`src/rtl/hazard_scoreboard.sv`:
```
// Hazard/forwarding unit: shift-register scoreboard of in-flight writes,
// per-operand forward-or-stall resolve, flush/hold handling, perf counters.
module hazard_scoreboard #(
   parameter int DATA_W  = 32,
   parameter int ADDR_W  = 5,
   parameter int DEPTH   = 3,
   parameter int FWD_EN  = 1,
   parameter int FLUSH_N = 1
) (
   input  logic                    clk,
   input  logic                    rst,
   input  logic                    id_valid,
   input  logic                    rs_used,
   input  logic                    rt_used,
   input  logic [ADDR_W-1:0]       addr_rs,
   input  logic [ADDR_W-1:0]       addr_rt,
   input  logic                    id_wen,
   input  logic [ADDR_W-1:0]       id_waddr,
   input  logic [1:0]              id_rdy_stage,
   input  logic [DATA_W-1:0]       data_rs,
   input  logic [DATA_W-1:0]       data_rt,
   input  logic [DEPTH*DATA_W-1:0] stage_data,
   input  logic                    hold,
   input  logic                    flush,
   output logic [DATA_W-1:0]       opa_fwd,
   output logic [DATA_W-1:0]       opb_fwd,
   output logic [1:0]              fwd_a_src,
   output logic [1:0]              fwd_b_src,
   output logic                    reg_stall,
   output logic [31:0]             stall_cnt,
   output logic [31:0]             fwd_cnt
);

   logic [DEPTH-1:0]  v_q, v_d;
   logic [DEPTH-1:0]  wen_q, wen_d;
   logic [ADDR_W-1:0] waddr_q [DEPTH];
   logic [ADDR_W-1:0] waddr_d [DEPTH];
   logic [1:0]        rdy_q [DEPTH];
   logic [1:0]        rdy_d [DEPTH];
   logic [31:0]       stall_cnt_q, stall_cnt_d;
   logic [31:0]       fwd_cnt_q, fwd_cnt_d;

   logic [ADDR_W-1:0] op_addr [2];
   logic              op_used [2];
   logic [1:0]        op_src [2];
   logic              op_unres [2];
   logic              issue;

   // Scan oldest to youngest so the youngest match ends up winning.
   always_comb begin
      op_addr[0] = addr_rs;
      op_addr[1] = addr_rt;
      op_used[0] = rs_used;
      op_used[1] = rt_used;
      for (int k = 0; k < 2; k++) begin
         int  idx;
         logic hit;
         idx         = 0;
         hit         = 1'b0;
         op_src[k]   = 2'd0;
         op_unres[k] = 1'b0;
         for (int i = DEPTH - 1; i >= 0; i--) begin
            if (v_q[i] && wen_q[i] && op_used[k] &&
                waddr_q[i] == op_addr[k] && op_addr[k] != '0) begin
               hit = 1'b1;
               idx = i;
            end
         end
         if (hit) begin
            if (FWD_EN != 0 && idx + 1 >= int'(rdy_q[idx]))
               op_src[k] = 2'(idx + 1);
            else
               op_unres[k] = 1'b1;
         end
      end
   end

   always_comb begin
      fwd_a_src = op_src[0];
      fwd_b_src = op_src[1];
      opa_fwd   = data_rs;
      opb_fwd   = data_rt;
      if (op_src[0] != 2'd0)
         opa_fwd = stage_data[(int'(op_src[0]) - 1) * DATA_W +: DATA_W];
      if (op_src[1] != 2'd0)
         opb_fwd = stage_data[(int'(op_src[1]) - 1) * DATA_W +: DATA_W];
      reg_stall = id_valid & (op_unres[0] | op_unres[1]);
      issue     = id_valid & ~reg_stall;
   end

   always_comb begin
      v_d         = v_q;
      wen_d       = wen_q;
      waddr_d     = waddr_q;
      rdy_d       = rdy_q;
      stall_cnt_d = stall_cnt_q;
      fwd_cnt_d   = fwd_cnt_q;
      if (!hold) begin
         for (int i = DEPTH - 1; i >= 1; i--) begin
            v_d[i]     = v_q[i-1];
            wen_d[i]   = wen_q[i-1];
            waddr_d[i] = waddr_q[i-1];
            rdy_d[i]   = rdy_q[i-1];
         end
         v_d[0]     = issue;
         wen_d[0]   = id_wen;
         waddr_d[0] = id_waddr;
         rdy_d[0]   = id_rdy_stage;
         if (flush) begin
            for (int i = 0; i < FLUSH_N; i++)
               v_d[i] = 1'b0;
         end else begin
            if (reg_stall && stall_cnt_q != 32'hFFFF_FFFF)
               stall_cnt_d = stall_cnt_q + 32'd1;
            if (issue && (op_src[0] != 2'd0 || op_src[1] != 2'd0) &&
                fwd_cnt_q != 32'hFFFF_FFFF)
               fwd_cnt_d = fwd_cnt_q + 32'd1;
         end
      end
   end

   always_ff @(posedge clk or posedge rst) begin
      if (rst) begin
         v_q         <= '0;
         wen_q       <= '0;
         stall_cnt_q <= '0;
         fwd_cnt_q   <= '0;
         for (int i = 0; i < DEPTH; i++) begin
            waddr_q[i] <= '0;
            rdy_q[i]   <= '0;
         end
      end else begin
         v_q         <= v_d;
         wen_q       <= wen_d;
         waddr_q     <= waddr_d;
         rdy_q       <= rdy_d;
         stall_cnt_q <= stall_cnt_d;
         fwd_cnt_q   <= fwd_cnt_d;
      end
   end

   assign stall_cnt = stall_cnt_q;
   assign fwd_cnt   = fwd_cnt_q;

endmodule

```
`config.mk`:
```
export PLATFORM = sky130hd
export DESIGN_NAME = hazard_scoreboard
export DESIGN_NICKNAME = d
export VERILOG_FILES = /design/src/rtl/hazard_scoreboard.sv
export SDC_FILE = /design/constraint.sdc
export NUM_CORES = 1
export LEC_CHECK = 0
export ABC_AREA = 1
export BUFFER_PORTS_ARGS = -buffer_cell sky130_fd_sc_hd__buf_2
export CAP_MARGIN = 0
export CORE_ASPECT_RATIO = 1.5
export CORE_MARGIN = 5
export CORE_UTILIZATION = 50
export CTS_CLUSTER_SIZE = 40
export DETAILED_ROUTE_END_ITERATION = 7
export HOLD_SLACK_MARGIN = 0.05
export PLACE_DENSITY_LB_ADDON = 0.15
export SETUP_SLACK_MARGIN = 0.2
export SYNTH_ARGS = -nofsm -noshare
export SYNTH_HDL_FRONTEND = slang
export SYNTH_SLANG_ARGS = --single-unit
export TNS_END_PERCENT = 1
```
`constraint.sdc`:
```
create_clock -name clk -period 9.8 [get_ports clk]
set_input_delay 0.49 -clock clk [delete_from_list [all_inputs] [get_ports clk]]
set_output_delay 0.49 -clock clk [all_outputs]
set_load 0.03 [all_outputs]
```
* Word-level counts from Yosys, hierarchy flattened
Index checks and enable logic that the tools add are counted.
Operators by class: add/subtract/negate cells 6, magnitude comparators 4, equal/unequal tests 8, shift operators 2, muxes and demuxes 29, bitwise operators 8, reductions and logical operators 31
Operators with widths (count):
- variable part select 96 x 8 -> 32 bit | 2
- 2-to-1 mux 32 bit | 5
- adder 32 x 1 -> 32 bit (second input constant) | 2
- adder 32 x 2 -> 32 bit (second input constant) | 2
- >= comparator 32 x 3 -> 1 bit | 2
- >= comparator 32 x 3 -> 1 bit (second input constant) | 2
- != test 32 bit (second input constant) | 2
- NOT 32 bit | 2
- equality test 5 bit | 6
- logical AND 1 bit | 24
- 2-to-1 mux 2 bit | 11
- 2-to-1 mux 1 bit | 11
- nonzero test 5 bit | 2
- binary-select mux 2 bit (select 2 bit) | 2
- AND reduction 3 bit | 2
- subtractor 2 x 1 -> 3 bit (second input constant) | 2
- nonzero test 2 bit | 2
- NOT 1 bit | 3
- AND 1 bit | 2
- logical OR 1 bit | 1
- OR 1 bit | 1
Word-level totals: register bits 91, output and inout bits 133

* Logic depth before layout (Yosys ltp)
depth in word-level cells 21, mapped depth 28, mapped depth without buffers 25

* Least setup slack after synthesis
No wires, ideal clock.
kind input-to-output, from input port addr_rt[1], to output port opb_fwd[21], data arrival time 4.054 ns, slack 5.256 ns, cell stages on the path 26, cells stage by stage buf_2 nor2_1 nand2_1 nor2_4 inv_1 nand2_1 nor2_1 nand2_2 buf_1 nand2_1 o211ai_1 o21ai_0 fa_1 o21ai_0 nand2_1 clkbuf_1 nand2_1 inv_1 nand2_1 ha_1 clkbuf_1 inv_1 clkbuf_1 o21ai_0 nand3_1 nand2_1
Between the ends: longest elaborated chain between the ends 16, elaborated cells between the ends (all ways) 28
Ends and longest elaborated chain:
- start: declaration | RTL line 16 | input logic [ADDR_W-1:0] addr_rt,
- branches (longest 12 deep; another with adder 32 x 2 -> 32 bit)
- 2-to-1 mux 2 bit (*) | RTL line 69 | if (hit) begin
- subtractor 2 x 1 -> 3 bit | RTL line 86 | opb_fwd = stage_data[(int'(op_src[1]) - 1) * DATA_W +: DATA_W];
- variable part select 96 x 8 -> 32 bit | RTL line 86
- 2-to-1 mux 32 bit (*) | RTL line 85 | if (op_src[1] != 2'd0)
- end: declaration | RTL line 26 | output logic [DATA_W-1:0] opb_fwd,
Every way passes the cells marked *. The select of a mux whose other input is x is not followed.

* Final worst setup path
from register waddr_q[8] (netlist bit), to output port opb_fwd[22]
Between the ends: longest elaborated chain between the ends 15, elaborated cells between the ends (all ways) 19
Ends and longest elaborated chain:
- start: declaration | RTL line 36 | logic [ADDR_W-1:0] waddr_q [DEPTH];
- start signal: assignment | RTL line 135 | waddr_q <= waddr_d;
- equality test 5 bit (*) | RTL line 64 | waddr_q[i] == op_addr[k] && op_addr[k] != '0) begin
- logical AND 1 bit (*) | RTL line 63 | if (v_q[i] && wen_q[i] && op_used[k] &&
- logical AND 1 bit (*) | RTL line 64
- branches (longest 8 deep; another with adder 32 x 2 -> 32 bit)
- 2-to-1 mux 2 bit (*) | RTL line 69
- subtractor 2 x 1 -> 3 bit | RTL line 86
- variable part select 96 x 8 -> 32 bit | RTL line 86
- 2-to-1 mux 32 bit (*) | RTL line 85
Marks and branches as above.

==> impl_results.md <==
- Status: finished clean
- DIE AREA: around 20000 um^2
- Clk_skew: roughly 0.011 ns
- Hold Path Class: primary input to asynchronous set/reset pin
- Setup TNS: 0 ns
- Post-CTS Setup Bufs: 0
- Worst setup EP type: output port
- Final count of pins violating max slew: 0
- Critical path fanouts, max: 66
- Overall Power: slightly below 1000 uW
- TritonCTS Buffers: 9
- Clock Tree Buf Depth: 2
- Post-Synth XOR/XNOR Area: around 4.6%
- Fin. Hold Viols: 0
- Post-Syn Instances: 1411
- WS Path Type: flip-flop to output port
- Multiplexer share of the synthesized area: 0%
- Clk sinks: 91
- Critical path startpoint category: flip-flop
- Period utilization: between 70% and 80%
- CTS Hold Bufs: 0
- CP Cell Sequence: inv_1, nand2_1, nand2_1, nand2_1, inv_1, nand2_1, nor2_1, nand2_2, o211ai_1, o21ai_0, fa_1, o21ai_0, nand2_1, nand3_2, buf_4, ha_1, inv_1, o21ai_0, nand3_1, nand2_1, buf_2
- Top-count cell post-synth: nand2_1
- Synth Area in Simple Gates: 48.4%
- Final wirelength: roughly 31000 um
- P_leak: 0.00571 uW
- Iteration-0 DRC count of the detailed router: slightly below 900
- Inst Count DP: ~1900
- IO Count: 318
- Data arrival, critical path: 7.03 ns
- Slew HR: 18.4%
- Max Clk Rate: approximately 0.13 GHz
- Overflow after GRT: 0
- Largest area contributor in the netlist: dfrtp_1
- M1 GR Usage: between 30% and 40%
- Height of the die: about 170 um
- CTS tree: done
- Most numerous cell on the critical path: nand2_1
- Yosys top cell area share: 26.6%
- Post-Synth Adder-Cell Area: under 10%
- Routed wire per std cell: about 17 um
- Met3 usage: ~6.4%
- Largest net degree at the start of global routing: 67
- DRC Markers: 0
- Die width: 117 um
- Initial antenna violation count: 14
- Final setup fails: 0
- Min cycle time layout: 7.52 ns
- Share of post-route cells with drive strength above 1: between 20% and 30%
- Worst endpoint required time: around 9.3 ns
- Total GRT Usage: a little under a third
- Synth warnings: 0
- RD Place Congestion: 0.942
- Clk Latency, worst-skew pair: approximately 0.34 ns
- Htree depth: 3
- Compound-gate portion of the synthesized area: ~7%
- Filler instances: ~1800
- Ys async rst share: between 90% and 100%
- Avg Cell Area, Syn: around 6.1 um^2
- Syn Std Cell Area: about 8600 um^2
- FF+latch count, synth: about 90
- Global-route wire length before repair: around 49000 um
- Final core utilization: 61.8%
- Maxcap violations: 0
- Finished Layout Cells: 1888
- Clock transition at path regs: about 0.07 ns
- Commonest cells post-synth: nand2_1 (500), nand3_1 (228), inv_1 (147), dfrtp_1 (91), o21ai_0 (80)
- Post-synth EDFFs: 0
- Root Driver: clkbuf_16
- Starting Density: roughly 51%
- Top delay family on crit path: simple AND/OR/NAND/NOR gates
- Vias per cell: about 5.4
- Port buffer count: roughly 320
- Vias in the first global route: 9696
- Fin area: 10400 um^2
- Core footprint: around 17000 um^2
- Via count of the routed design: just over 10000
- Met2 global-route usage: a little over half
- Slew @ Worst Pin: 1.22 ns
- Nets@finish: ~1900
- Maximum vdd drop: between 90 and 100 uV
- Syn nets: 1608
- Grt peak-use layer: met2
- Worst path buffer plus inverter count: 5
- Largest family of logic cells by synthesized area: simple AND/OR/NAND/NOR gates
- RSZ-0062 raised after global routing: false
- Post-DP HPWL: approximately 24000 um
- Area Overhead vs Synth: 21.6%
- Crit path largest cell delay: approximately 1.1 ns
- Predominant post-synthesis flop cell: dfrtp_1
- Synth top area cells: dfrtp_1 (27%), nand2_1 (22%), nand3_1 (13%)
- Post-synthesis sequential area ratio: 26.6%
- Register area: between 2000 and 2500 um^2
- Placed Area: just over 10000 um^2
- Drt pass-1 iters: 5
- Pwr/cell area: about 95 nW/um^2
- Area of the multi-input gates: about 5300 um^2
- Std-Cell Rows: a little under 60
- Antenna-violating nets left: 0
- Post-synthesis cell type count: 37
- Slowest-stage cell, CP: ha_1
- R2R Setup Slk: 3.38 ns
- CTS resizes: 0
[registers in the layout, indices dropped and copies added, names as in the netlist]
signal and flops:
fwd_cnt 32, waddr_q 15, v_q 3, wen_q 3
rdy_q 6, stall_cnt 32
[logic make-up after synthesis]
logic type               after synthesis
adder cells (fa/ha/maj)               12
flip-flops                            91
AO/OA/AOI/OAI                        110
buffers and inverters                238
XOR/XNOR                              45
AND/OR/NAND/NOR                      915
[final cells by class]
class	instances	share of cell area [%]
timing repair buffer	323	15.7
tap	210	2.52
clock buffer	12	2.37
inverter	159	5.75
clock inverter	4	0.709
multi-input combinational	1082	50.9
antenna	7	0.168
sequential	91	21.9
[placed cells by master, fill, tap and decap left out, types with 21 or more instances in the layout]
cell     instances
xnor2_1         24
nor2_1          55
buf_2          317
nand3_1        227
nand4_1         72
xor2_1          21
inv_1          146
nand2_1        500
dfrtp_1         91
o21ai_0         80
nor3_1          24
[per-layer routing]
layer / wire (um) / vias to the layer above
met2: 15700 / 410
li1: - / 5078
met1: 11800 / 4669
met4: 1420 / 16
met5: 107 / -
met3: 2300 / 100
[where the power goes]
group	internal, uW	leakage [uW]	switching (uW)
registers	388	0.00122	14.3
logic	73.4	0.00434	135
clock network	231	0.000157	147
total	693	0.00571	297
[stage by stage]
stage / hold slack, ns / setup WS (ns)
6_report: 0.239 / 2.28
5_1_grt: 0.309 / 1.77
4_1_cts: 0.287 / 2.41
3_5_place_dp: 0.465 / 2.58
3_3_place_gp: 0.462 / 2.72
2_1_floorplan: 0.449 / 5.26
[worst paths after layout]
path / end / startpoint / depth (start not counted)
max in group asynchronous: stall_cnt[30]$_DFFE_PP0P_ / rst / 3
worst max register to register: fwd_cnt[6]$_DFFE_PP0P_ / waddr_q[8]$_DFFE_PP0N_ / 23
worst min-delay path: waddr_q[5]$_DFFE_PP0N_ / rst / 2
worst min register to register: wen_q[2]$_DFFE_PP0N_ / wen_q[2]$_DFFE_PP0N_ / 2
min in group clk: waddr_q[10]$_DFFE_PP0N_ / id_waddr[0] / 3
worst max-delay path: opb_fwd[22] / waddr_q[8]$_DFFE_PP0N_ / 21
[worst register-to-register path, stage by stage (launching register included)]
cell and delay, ns:
dfrtp_1 0.42, inv_1 0.14, nand2_1 0.08, and2_1 0.16, nand2_1 0.05, nor2_1 0.05
nand2_1 0.12, nand3_1 0.22, o211ai_1 0.17, o21ai_0 0.16, inv_1 0.10, fa_1 0.41
a21oi_1 0.12, nor3_1 0.12, a21oi_4 0.68, nand2_2 0.89, ha_1 0.52, buf_4 0.26
nand2_1 0.13, nand2_2 0.08, inv_2 0.48, nand2_1 0.64, nand2_1 0.22, o21ai_2 0.07
Power figures use the tool's default switching activity.
